## src/rtl/aes_pkg.sv

```systemverilog
// Shared AES datapath parameters, plus the block-to-word helper used by the output FIFO.
package aes_pkg;

    localparam int FIFO_DEPTH      = 4;
    localparam int WORDS_PER_BLOCK = 4;
    localparam int BLOCK_W         = 128;
    localparam int WORD_W          = 32;

    localparam int PTR_W  = $clog2(FIFO_DEPTH);
    localparam int IDX_W  = $clog2(WORDS_PER_BLOCK);
    localparam int CNT_W  = $clog2(FIFO_DEPTH * WORDS_PER_BLOCK + 1);
    localparam int BCNT_W = $clog2(FIFO_DEPTH + 1);

    typedef logic [PTR_W-1:0]   ptr_t;
    typedef logic [IDX_W-1:0]   idx_t;
    typedef logic [CNT_W-1:0]   cnt_t;
    typedef logic [BCNT_W-1:0]  bcnt_t;
    typedef logic [BLOCK_W-1:0] block_t;
    typedef logic [WORD_W-1:0]  word_t;

    // Word index 0 is the most significant word of the block.
    function automatic word_t word_of(input block_t blk, input idx_t idx);
        return blk[BLOCK_W - 1 - WORD_W * int'(idx) -: WORD_W];
    endfunction

endpackage

```

## src/rtl/fifo_ctrl.sv

```systemverilog
// Pointer, word-index, occupancy and overflow bookkeeping for the block-in / word-out FIFO.
module fifo_ctrl
    import aes_pkg::*;
(
    input  logic clk,
    input  logic n_rst,
    input  logic clear,
    input  logic data_out_load,
    input  logic read_word,
    output logic wr_en,
    output ptr_t wr_ptr,
    output ptr_t rd_ptr,
    output idx_t word_idx,
    output cnt_t word_count,
    output logic fifo_full,
    output logic fifo_empty,
    output logic overflow
);

    // Handshake: data_out_load is a valid whose ready is !fifo_full; read_word
    // is a pop request honoured only while !fifo_empty. Clear overrides both.
    bcnt_t block_count;
    logic  pop;
    logic  free_blk;

    assign fifo_full  = (block_count == BCNT_W'(FIFO_DEPTH));
    assign fifo_empty = (word_count == '0);
    assign wr_en      = data_out_load & ~fifo_full & ~clear;
    assign pop        = read_word & ~fifo_empty & ~clear;
    assign free_blk   = pop && (word_idx == IDX_W'(WORDS_PER_BLOCK - 1));

    always_ff @(posedge clk) begin
        if (!n_rst || clear) begin
            wr_ptr      <= '0;
            rd_ptr      <= '0;
            word_idx    <= '0;
            word_count  <= '0;
            block_count <= '0;
            overflow    <= 1'b0;
        end else begin
            if (wr_en)    wr_ptr   <= wr_ptr + PTR_W'(1);
            if (pop)      word_idx <= word_idx + IDX_W'(1);
            if (free_blk) rd_ptr   <= rd_ptr + PTR_W'(1);
            block_count <= block_count + BCNT_W'(wr_en) - BCNT_W'(free_blk);
            word_count  <= word_count + (wr_en ? CNT_W'(WORDS_PER_BLOCK) : CNT_W'(0))
                           - CNT_W'(pop);
            // Sticky: a rejected write is an error even if a pop frees space this cycle.
            if (data_out_load && fifo_full) overflow <= 1'b1;
        end
    end

endmodule

```

## src/rtl/output_fifo.sv

```systemverilog
// Output FIFO: takes 128-bit ciphertext blocks and hands them out as 32-bit words, MSW first.
module output_fifo
    import aes_pkg::*;
(
    input  logic                clk,
    input  logic                n_rst,
    input  logic                clear,
    input  logic                data_out_load,
    input  logic [BLOCK_W-1:0]  process_out_data,
    output logic                fifo_full,
    input  logic                read_word,
    output logic [WORD_W-1:0]   read_data,
    output logic                fifo_empty,
    output logic [CNT_W-1:0]    word_count,
    output logic                overflow
);

    block_t mem [FIFO_DEPTH];
    logic   wr_en;
    ptr_t   wr_ptr;
    ptr_t   rd_ptr;
    idx_t   word_idx;

    fifo_ctrl u_ctrl (
        .clk           (clk),
        .n_rst         (n_rst),
        .clear         (clear),
        .data_out_load (data_out_load),
        .read_word     (read_word),
        .wr_en         (wr_en),
        .wr_ptr        (wr_ptr),
        .rd_ptr        (rd_ptr),
        .word_idx      (word_idx),
        .word_count    (word_count),
        .fifo_full     (fifo_full),
        .fifo_empty    (fifo_empty),
        .overflow      (overflow)
    );

    // Storage is never reset; occupancy alone decides what is valid.
    always_ff @(posedge clk) begin
        if (wr_en) mem[wr_ptr] <= process_out_data;
    end

    always_comb begin
        read_data = '0;
        if (!fifo_empty) read_data = word_of(mem[rd_ptr], word_idx);
    end

endmodule

```

## config.mk

```make
export PLATFORM = sky130hd
export DESIGN_NAME = output_fifo
export DESIGN_NICKNAME = d
export VERILOG_FILES = /design/src/rtl/aes_pkg.sv /design/src/rtl/fifo_ctrl.sv /design/src/rtl/output_fifo.sv
export SDC_FILE = /design/constraint.sdc
export NUM_CORES = 1
export LEC_CHECK = 0
export ABC_CLOCK_PERIOD_IN_PS = 19000
export BUFFER_PORTS_ARGS = -buffer_cell sky130_fd_sc_hd__buf_2
export CORE_MARGIN = 4
export CORE_UTILIZATION = 45
export CTS_CLUSTER_DIAMETER = 120
export CTS_CLUSTER_SIZE = 30
export DETAILED_ROUTE_END_ITERATION = 8
export PLACE_DENSITY_LB_ADDON = 0.25
export SETUP_SLACK_MARGIN = 0.4
export SKIP_CTS_REPAIR_TIMING = 1
export SLEW_MARGIN = 20
export SYNTH_ARGS = -nofsm -noshare
export SYNTH_HDL_FRONTEND = slang
export SYNTH_HIERARCHICAL = 1
export SYNTH_SLANG_ARGS = --single-unit
```

## constraint.sdc

```tcl
create_clock -name clk -period 19 [get_ports clk]
set_input_delay 0.95 -clock clk [delete_from_list [all_inputs] [get_ports clk]]
set_output_delay 0.95 -clock clk [all_outputs]
set_load 0.05 [all_outputs]
```

Word level (Yosys, flattened, before mapping):

Memories as Yosys holds them, arrays and structs flattened. A register that Yosys moved wholly into a read port is not among the register bits.
Index checks and enable logic that the tools add are counted.

* flip-flop bits (word level): 15
* memories: 1
* RAM bits: 512

Memories
* mem: depth 4, width 128, rd ports 1, clocked after memory_dff 1, wr ports 1, RTL line output_fifo.sv:18 `block_t mem [FIFO_DEPTH];`

* mux-type cells: 6
* $add $sub $neg: 8
* reductions and logical operators: 5
* bitwise logic cells: 7
* shifts and indexed selects: 1
* equality and inequality tests: 2

Operators by type and width (number)
* indexed part select 159 x 8 -> 32 bit: 1
* two-way mux 32 bit: 1
* subtractor 7 x 7 -> 8 bit, first input constant: 1
* adder 2 x 1 -> 2 bit, second input constant: 3
* adder 5 bit: 1
* logical NOT 5 bit: 1
* subtractor 5 x 1 -> 5 bit: 1
* bitwise AND 1 bit: 4
* two-way mux 2 bit: 2
* adder 3 x 1 -> 3 bit: 1
* == test 3 bit, second input constant: 1
* two-way mux 3 bit: 1
* inverter 1 bit: 3
* subtractor 3 x 1 -> 3 bit: 1
* == test 2 bit, second input constant: 1
* logical AND 1 bit: 2
* two-way mux 1 bit: 2
* logical NOT 1 bit: 1
* logical OR 1 bit: 1

Depth between registers and ports, before layout:

Gate-level depths: netlist of the first run.

* depth in word-level cells: 7
* gate-level depth with buffers: 11
* depth with buffers taken out: 11

Cells and area by module:

The synthesis of the first run kept the hierarchy.

Modules (own cells, without submodules)
* output_fifo: area each 19942.9 um^2, cells an instance 1066, seq. area each 15374.7 um^2, times used 1
* fifo_ctrl: area each 833.3 um^2, cells an instance 89, seq. area each 300.3 um^2, times used 1

Least setup slack after synthesis of the first run:

OpenSTA, ideal clock, no wires.

* kind: input to register
* start point: input clear
* end point: memory mem[0][0] (netlist bit), enable pin
* arrival time: 10688 ps
* setup time: 798 ps
* stages: 4
* setup slack: 7514 ps
* required time: 18202 ps
* path buffers: 0
* path through: nand2b_1 > or2_1 > inv_1 > nor3b_1

* longest elaborated chain between the ends: 4

Ends and longest elaborated chain
* start: declaration: RTL line output_fifo.sv:7 `input logic clear,`
* inverter 1 bit: RTL line fifo_ctrl.sv:28 `assign wr_en = data_out_load & ~fifo_full & ~clear;`
* bitwise AND 1 bit: RTL line fifo_ctrl.sv:28
* via wr_en: RTL line output_fifo.sv:19 `logic wr_en;`
* two-way mux 1 bit: RTL line output_fifo.sv:42 `if (wr_en) mem[wr_ptr] <= process_out_data;`
* two-way mux 1 bit (not written as such): RTL line output_fifo.sv:42
* end: declaration: RTL line output_fifo.sv:18

The timed path passes the listed nets, and every way through them passes these cells.

==> impl_metrics.tcl, run 1 <==
set metrics [dict create \
    p_int_mw 1.55 \
    synth_most_common_cell "edfxtp_1" \
    vias 10600 \
    met2_usage_pct 28.1 \
    synth_top_cell_area_share_pct 74.0 \
    placed_cell_area_sq_mm 0.0220 \
    core-area_sq_mm 0.0455 \
    setup_tns_ns 0 \
    numCtsBuffers 21 \
    synth_cell_types 42 \
    grt_use_met1_pct 26.6 \
    use_met3_pct 3.99 \
    gp_congestion 0.742 \
    final_cell_area_sq_mm 0.0227 \
    place_hpwl_um 26600 \
    wl_um 46100 \
    comb_power_share_pct 10.1 \
    hold_class "flop to flop" \
    n_fill_cell 3849 \
    die_area_sq_mm 0.0497 \
    vias_per_cell 5.55 \
    cp-end-kind "primary output" \
    slew_violations 0 \
    synth_warnings 6 \
    cts.path.max_buffers 3 \
    crit_required_ns 18.05 \
    boundaryPins 173 \
    ys_seq_area_share_pct 75.4 \
    portBuffers 172 \
    die_x_um 223 \
    grt_pass1_wl_um 68300 \
    cts_tree "built" \
    place_ws_ns 14.38 \
    synth_top_area_cell "edfxtp_1" \
    syn-num-nets 1298 \
    maxCapViolCount 0 \
    drc 0 \
    ctsHtreeMaxLevel 1 \
    syn_inst 1155 \
    timing.rr.start "u_ctrl/block_count[1]" \
    syn_area_per_cell_sq_um 18.0 \
    row_count 78 \
    drt_iter0_markers 861 \
    placed_cells 1879 \
    fin_crit_sh_pct 27.6 \
    fp.dieH_um 223 \
    drive_above_1_share_pct 17.4 \
    initial_core_util_pct 45.7 \
    top_usage_layer "met2" \
    critPathLaunchType "flop" \
    vdd_drop_max_mv 0.0711 \
    timing.fmax_ghz 0.191 \
    switchingPower_mw 0.492 \
    holdPathStages 2 \
    hold_end "u_ctrl/overflow" \
    grt_setup_unrepaired "no" \
    synth_edf_count 512 \
    path_max_fanout 65 \
    ys_ff_latch 527 \
    ff_latch_area_sq_mm 0.0157 \
    ant_nets 0 \
    seq_power_share_pct 63.6 \
    status "complete, no violations" \
    grt_max_degree 129 \
    clkPwrFrac_pct 26.3 \
    max_slew_margin_pct 26.4 \
    wire_per_inst_um 24.1 \
    ys_async_sr_fraction_pct 0 \
    cts.clk_slew.worst_paths_ns 0.12 \
    yosys_most_used_dff "edfxtp_1" \
    p_sw_share_pct 24.1 \
    power.leakage_nw 7.01 \
    worst_pin_slew_ns 1.10 \
    synth_area_sq_mm 0.0208 \
    syn_to_final_growth_pct 9.06 \
    fin_nets 1446 \
    critical_path_class "flop to primary output" \
    antenna_found_initial 22 \
    cts.sink_count 527 \
    layout_setup_ws_ns 13.76 \
    clk_latency_ns 0.56 \
    track_usage_pct 18.1 \
    worstHoldStart "u_ctrl/overflow" \
    rrSetupSlack_ns 15.57 \
    final_cells 1915 \
    r2r_cells 6 \
    first_pass_iters 5 \
    cp_data_arrival_time_ns 4.29 \
    power.density_mw_per_mm2 90.1 \
    skew_ns 0.0227 \
    final-setup-viol-count 0 \
    multi_input_area_sq_mm 0.00456 \
    final.min_clock_period_ns 5.24 \
    hold_viol_final 0 \
    rr_endpoint "mem[3][93]" \
    root_buffer "clkbuf_16" \
    synthTopCellsByArea "edfxtp_1 (74%), mux2i_1 (13%), a22oi_1 (4.6%), nand3_1 (1.5%), dfxtp_1 (1.4%)" \
    synthTopCellsByCount "edfxtp_1 (512), mux2i_1 (260), a22oi_1 (128)" \
    first_global_vias 10600 \
    grt_overflow_total 0 \
]
## power by group through the flow
stage	clock [mW]	sequential, mW	combinational (mW)
6_report	0.537	1.30	0.207
5_1_grt	0.594	1.30	0.221
4_1_cts	0.554	1.30	0.208
3_5_place_dp	0	1.32	0.208
3_3_place_gp	0	1.32	0.205
2_1_floorplan	0	1.33	0.120
## layout make-up
| class | count | share of cell area (%) |
|---|---|---|
| Multi-Input combinational cell | 550 | 20.1 |
| Tap cell | 600 | 3.31 |
| Inverter | 13 | 0.215 |
| Antenna cell | 6 | 0.0663 |
| Timing Repair Buffer | 190 | 4.54 |
| Sequential cell | 527 | 69.2 |
| Clock inverter | 2 | 0.110 |
| Clock buffer | 27 | 2.42 |
## worst max-delay path, stage by stage, from the launching register on
cell and delay [ns]:
dfxtp_4 0.64, buf_4 0.88, buf_4 0.99, mux2i_1 0.18
a22oi_1 0.22, nand3_1 0.22, nand2_1 0.19, buf_2 0.28
## cells in the final DEF, fill, tap and decap left out, drive strengths merged, types with 4 or more instances in the layout
cell type,instances
mux2i,260
edfxtp,512
dfxtp,15
nand2,40
diode,6
nand3,64
inv,14
ha,8
clkbuf,27
a22oi,128
and2,6
nor2b,4
buf,190
nand2b,6
nor2,8
a21oi,5
## per-layer routing
| layer | vias to the layer above | share of wire [%] | wire, um |
|---|---|---|---|
| li1 | 4861 | - | - |
| met1 | 5461 | 47 | 21700 |
| met2 | 218 | 45 | 21000 |
| met3 | 75 | 5.2 | 2390 |
| met4 | 22 | 2.1 | 971 |
| met5 | - | 0.35 | 161 |
## stage by stage
stage | utilization, % | hold slack, ns | power (mW)
after floorplan | - | 0.456 | 1.45
after global routing | 49.8 | 0.521 | 2.11
after global placement | 48.5 | 0.446 | 1.53
after detailed placement | 48.5 | 0.463 | 1.53
final | 49.8 | 0.485 | 2.04
after CTS | 49.7 | 0.490 | 2.06
## worst max path at each step
stage | startpoint | end | slack (ns) | cells after the start
4_1_cts | u_ctrl/rd_ptr[0] | read_data[14] | 13.74 | 7
2_1_floorplan | clear | mem[0][0] | 7.51 | 4
6_report | u_ctrl/rd_ptr[0] | read_data[29] | 13.76 | 7
5_1_grt | u_ctrl/rd_ptr[0] | read_data[14] | 13.49 | 7
3_5_place_dp | u_ctrl/rd_ptr[0] | read_data[14] | 14.38 | 7
3_3_place_gp | u_ctrl/rd_ptr[0] | read_data[29] | 14.41 | 7
## logic make-up after synthesis
| group | after synthesis | synth area share (%) |
|---|---|---|
| xor+xnor | 3 | 0.126 |
| mux | 260 | 12.5 |
| flops | 527 | 75.4 |
| simple gates | 137 | 3.31 |
| fa+ha+maj | 10 | 0.675 |
| compound gates | 140 | 5.03 |
| buf+inv | 78 | 2.88 |
## sequential cells by signal (all words and copies together), names as in the netlist
signal / cells
mem: 512
u_ctrl/block_count: 3
u_ctrl/overflow: 1
u_ctrl/rd_ptr: 2
u_ctrl/word_count: 5
u_ctrl/word_idx: 2
u_ctrl/wr_ptr: 2
(Power assumes the default switching activity.)
==> run 2: changes to the inputs <==
--- a/config.mk
+++ b/config.mk
@@ -5,7 +5,8 @@
 export SDC_FILE = /design/constraint.sdc
 export NUM_CORES = 1
 export LEC_CHECK = 0
-export ABC_CLOCK_PERIOD_IN_PS = 19000
+export ABC_AREA = 1
+export ABC_CLOCK_PERIOD_IN_PS = 5200
 export BUFFER_PORTS_ARGS = -buffer_cell sky130_fd_sc_hd__buf_2
 export CORE_MARGIN = 4
 export CORE_UTILIZATION = 45
==> constraint.sdc (replaced) <==
create_clock -name clk -period 5.2 [get_ports clk]
set_input_delay 0.26 -clock clk [delete_from_list [all_inputs] [get_ports clk]]
set_output_delay 0.26 -clock clk [all_outputs]
set_load 0.05 [all_outputs]
==> impl_metrics.tcl, run 2 <==
set metrics [dict create \
    mostFrequentLayoutCells "nand2_1 (776), edfxtp_1 (512), nand3_1 (322)" \
    maxCapViolCount 0 \
    die_area_sq_mm 0.0538 \
    track_usage_pct 19.9 \
    synth_top_cell_area_share_pct 68.1 \
    worst_pin_slew_ns 1.05 \
    ys_ff_latch 527 \
    numCtsBuffers 21 \
    hold_class "input pin to flop" \
    worstHoldStart "n_rst" \
    crit_required_ns 4.94 \
    drt_iter0_markers 1331 \
    boundaryPins 173 \
    finalPower_mw 7.54 \
    power.leakage_nw 10.7 \
    cp_slowest_cell "inv_8" \
    wire_per_inst_um 18.5 \
    vdd_drop_max_mv 0.284 \
    syn_area_per_cell_sq_um 10.7 \
    slowest_delay_ns 0.75 \
    ys_async_sr_fraction_pct 0 \
    slew_violations 0 \
    antenna_found_initial 14 \
    hold_viol_final 0 \
    vias_per_cell 4.99 \
    max_slew_margin_pct 30.3 \
    drive_above_1_share_pct 10.3 \
    crit_chain "inv_8 > buf_4 > nand2_1 > nand2_1 > nand2_1 > nand3_1 > nand3_1 > a21oi_1 > buf_2" \
    ant_nets 0 \
    grt_overflow_total 0 \
    fin_crit_sh_pct 74.4 \
    place_hpwl_um 33200 \
    cts_tree "built" \
    grt_pass1_wl_um 82700 \
    ff_latch_area_sq_mm 0.0157 \
    timing.fmax_ghz 0.258 \
    critical_path_class "flop to primary output" \
    initial_core_util_pct 45.8 \
    critPathLaunchType "flop" \
    die_x_um 232 \
    cp_data_arrival_time_ns 3.61 \
    cts.path.max_buffers 3 \
    root_buffer "clkbuf_16" \
    wl_um 55900 \
    first_global_vias 13500 \
    synth_top_area_cell "edfxtp_1" \
    hold_end "u_ctrl/word_count[2]" \
    timing.rr.start "u_ctrl/word_idx[1]" \
    gp_congestion 0.797 \
    final.min_clock_period_ns 3.87 \
    syn_inst 2111 \
    synth_warnings 6 \
    synth_cell_types 33 \
    clk_latency_ns 0.58 \
    rrSetupSlack_ns 2.50 \
    layout_commonest_cell "nand2_1" \
    largest_reg_flops 512 \
    ctsHtreeMaxLevel 1 \
    row_count 81 \
    synth_area_sq_mm 0.0226 \
    top_register "mem" \
    rr_endpoint "u_ctrl/block_count[2]" \
    grt_max_degree 171 \
    path_max_fanout 170 \
    cp-end-kind "primary output" \
    cts.clk_slew.worst_paths_ns 0.11 \
    fin_nets 2489 \
    multi_input_area_sq_mm 0.00515 \
    ys_seq_area_share_pct 69.4 \
    top_regs "mem: 512 flops, u_ctrl/word_count: 5 flops, u_ctrl/block_count: 3 flops" \
    setup_tns_ns 0 \
    syn-num-nets 2254 \
    synthTopCellsByCount "nand2_1 (776), edfxtp_1 (512), nand3_1 (322)" \
    n_fill_cell 4416 \
    synthTopCellsByArea "edfxtp_1 (68%), nand2_1 (13%), nand3_1 (7.1%), inv_1 (4.7%), dfxtp_1 (1.3%)" \
    status "complete, no violations" \
    r2r_cells 11 \
    drc 0 \
    final-setup-viol-count 0 \
    holdPathStages 3 \
    synth_most_common_cell "nand2_1" \
    power.density_mw_per_mm2 293 \
    vias 15100 \
    portBuffers 172 \
    core-area_sq_mm 0.0493 \
    yosys_most_used_dff "edfxtp_1" \
    synth_edf_count 512 \
    first_pass_iters 5 \
    syn_to_final_growth_pct 13.9 \
    fp.dieH_um 232 \
    cts.sink_count 527 \
    cpMostUsedCell "nand2_1" \
    skew_ns 0.0319 \
    grt_setup_unrepaired "no" \
]
## run 2: cell count changes in the layout (fill, tap and decap cells not counted), sizes merged, moves of 31 or more
| cell | change |
|---|---|
| a22oi | -128 |
| mux2i | -260 |
| a21oi | +31 |
| nand3 | +261 |
| inv | +276 |
| nand2 | +740 |
| dlygate4sd3 | +128 |
## run 2: worst max-delay path: cells and delay by family (launching register included)
| kind | cells | cell delay, ns |
|---|---|---|
| simple gates | 5 | 0.42 |
| flops | 1 | 0.55 |
| compound gates | 1 | 0.26 |
| buf+inv | 3 | 1.67 |
## run 2: metrics by stage
stage / util [%] / area (sq um) / setup slack [ns] / hold slack [ns] / instances
3_3_place_gp: 48.4 / 23800 / 1.93 / 0.445 / 2859
6_report: 52.2 / 25700 / 1.33 / 0.0370 / 3028
4_1_cts: 49.5 / 24400 / 1.32 / -0.141 / 2888
3_5_place_dp: 48.4 / 23800 / 1.96 / 0.448 / 2859
2_1_floorplan: - / 22600 / -1.01 / 0.359 / 2111
5_1_grt: 52.2 / 25700 / 0.999 / 0.0326 / 3022
## run 2: cell type report
cell class,count,share of cell area (%)
tap,664,3.23
inverter,290,4.29
antenna,12,0.117
clock buffer,27,2.13
multi-input combinational,1186,20.0
sequential,527,61.0
timing repair buffer,320,9.11
clock inverter,2,0.0973
## run 2: report_power, final
part / switching, mW / leakage (nW) / internal [mW]
clock: 1.23 / 0.277 / 0.760
combinational: 0.569 / 5.62 / 0.229
sequential: 0.0253 / 4.78 / 4.72
total: 1.83 / 10.7 / 5.71
## run 2: cell families after synthesis
family	count (synthesis)	synth area share [%]
AOI/OAI and AO/OA	40	0.914
DFF	527	69.4
buffers and inverters	398	7.99
adders and majority gates	10	0.621
xor gates and xnor gates	5	0.194
and+or+nand+nor	1131	20.9
## run 2: worst max path at each step
stage,depth (start not counted),slack [ns],end,start
3_3_place_gp,9,1.93,read_data[6],u_ctrl/rd_ptr[0]
5_1_grt,9,1.0,read_data[6],u_ctrl/rd_ptr[0]
4_1_cts,9,1.32,read_data[6],u_ctrl/rd_ptr[0]
3_5_place_dp,9,1.96,read_data[6],u_ctrl/rd_ptr[0]
2_1_floorplan,6,-1.01,mem[3][0],u_ctrl/block_count[1]
6_report,9,1.33,read_data[6],u_ctrl/rd_ptr[0]
## run 2: metal layers
layer,track usage (%),share of wire (%)
met4,3.44,1.4
met5,0,0.036
met3,4.20,7.1
met2,32.3,48
met1,28.4,44
==> run 3: changes to the inputs <==
--- a/config.mk
+++ b/config.mk
@@ -5,8 +5,8 @@
 export SDC_FILE = /design/constraint.sdc
 export NUM_CORES = 1
 export LEC_CHECK = 0
-export ABC_AREA = 1
-export ABC_CLOCK_PERIOD_IN_PS = 5200
+export ABC_AREA = 0
+export ABC_CLOCK_PERIOD_IN_PS = 3700
 export BUFFER_PORTS_ARGS = -buffer_cell sky130_fd_sc_hd__buf_2
 export CORE_MARGIN = 4
 export CORE_UTILIZATION = 45
==> constraint.sdc (replaced) <==
create_clock -name clk -period 3.7 [get_ports clk]
set_input_delay 0.185 -clock clk [delete_from_list [all_inputs] [get_ports clk]]
set_output_delay 0.185 -clock clk [all_outputs]
set_load 0.05 [all_outputs]
==> impl_metrics.tcl, run 3 (synthesis results as in run 1) <==
set metrics [dict create \
    status "complete, no violations" \
    critical_path_class "flop to primary output" \
    final_cells 2062 \
    place_hpwl_um 30000 \
    placed_cell_area_sq_mm 0.0224 \
    path_delay_family "simple AND/OR/NAND/NOR gates" \
    first_pass_iters 4 \
    finalPower_mw 10.6 \
    vdd_drop_max_mv 0.354 \
    ant_nets 0 \
    hold_ws_ns 0.0767 \
    dr_wl_met3_um 2140 \
    cts_tree "built" \
    largest_reg_flops 512 \
    root_buffer "clkbuf_16" \
    grt_overflow_total 0 \
    ctsHtreeMaxLevel 1 \
    place_ws_ns 1.04 \
    antenna_found_initial 3 \
    drt_iter0_markers 926 \
    die_x_um 223 \
    cp_data_arrival_time_ns 2.88 \
    layout_setup_ws_ns 0.635 \
    vias_per_cell 5.42 \
    cp-end-kind "primary output" \
    hold_end "u_ctrl/word_count[0]" \
    holdPathStages 3 \
    cts.path.max_buffers 3 \
    top_regs "mem: 512 flops, u_ctrl/word_count: 5 flops, u_ctrl/block_count: 3 flops" \
    met2WireLength_um 23100 \
    n_fill_cell 3736 \
    cts.sink_count 527 \
    die_area_sq_mm 0.0497 \
    timing.fmax_ghz 0.326 \
    worst_pin_slew_ns 0.852 \
    cts.clk_slew.worst_paths_ns 0.12 \
    max_slew_margin_pct 43.1 \
    final-setup-viol-count 0 \
    fp.dieH_um 223 \
    wire_per_inst_um 23.4 \
    crit_required_ns 3.51 \
    startpoint "u_ctrl/rd_ptr[1]" \
    hold_viol_final 0 \
    numCtsBuffers 21 \
    r2r_cells 11 \
    wl_um 48300 \
    cp.buffers_inverters 2 \
    setup_tns_ns 0 \
    power.leakage_nw 7.70 \
    drc 0 \
    timing.rr.start "u_ctrl/word_idx[0]" \
    skew_ns 0.0258 \
    final.min_clock_period_ns 3.07 \
    drive_above_1_share_pct 17.2 \
    syn_to_final_growth_pct 16.9 \
    layout_commonest_cell "edfxtp_1" \
    worstHoldStart "n_rst" \
    gp_congestion 0.776 \
    rr_endpoint "u_ctrl/block_count[2]" \
    top_register "mem" \
    grt_setup_unrepaired "no" \
    slew_violations 0 \
    initial_core_util_pct 45.7 \
    core-area_sq_mm 0.0455 \
    final_cell_area_sq_mm 0.0243 \
    grt_pass1_wl_um 70300 \
    critPathLaunchType "flop" \
    post-route-util_pct 53.4 \
    boundaryPins 173 \
    rrSetupSlack_ns 1.26 \
    fin_crit_sh_pct 82.8 \
    wl_met1_um 22300 \
    cp_slowest_cell "nor2b_4" \
    first_global_vias 10700 \
    maxCapViolCount 0 \
    mostFrequentLayoutCells "edfxtp_1 (512), mux2i_1 (260), buf_2 (172)" \
    path_max_fanout 19 \
    hold_class "input pin to flop" \
    crit_cells 6 \
    row_count 78 \
    portBuffers 172 \
    grt_max_degree 83 \
    vias 11200 \
    placed_cells 1898 \
    crit_chain "nor2b_4 > buf_4 > a22oi_1 > nand3_1 > nand2_1 > buf_2" \
    track_usage_pct 18.6 \
    fin_nets 1596 \
    top_layer "met4" \
    slowest_delay_ns 0.61 \
    power.density_mw_per_mm2 438 \
    clk_latency_ns 0.58 \
]
[run 3: routing by layer]
layer  vias up  GRT usage, %
met3        42          3.86
met1      5748          26.9
li1       5156             -
met4         0          3.72
met2       237          29.8
met5         -             0
[run 3: worst max-delay path by stage]
stage / to
global placement: read_data[7]
finish: read_data[10]
CTS: read_data[8]
floorplan: mem[0][0]
detailed placement: read_data[8]
global route: read_data[10]
[run 3: cell type report]
cell class	instances	area (sq um)	share of cell area (%)
inverters	13	48.8	0.201
clock buffers	27	548	2.26
repair buffers	340	2660	10.9
diodes	3	7.51	0.0309
well taps	600	751	3.09
flip-flops and latches	527	15700	64.6
multi-input cells	550	4570	18.8
clock inverters	2	25.0	0.103
[run 3: tightest hold or removal path, cell delays in order]
cell	delay, ns
buf_2	0.08
nand2b_1	0.20
nor2_1	0.14
[run 3: power by group]
| group | internal, mW | switching, mW |
|---|---|---|
| Sequential | 6.63 | 0.0292 |
| Clock | 1.07 | 1.72 |
| Combinational | 0.351 | 0.842 |
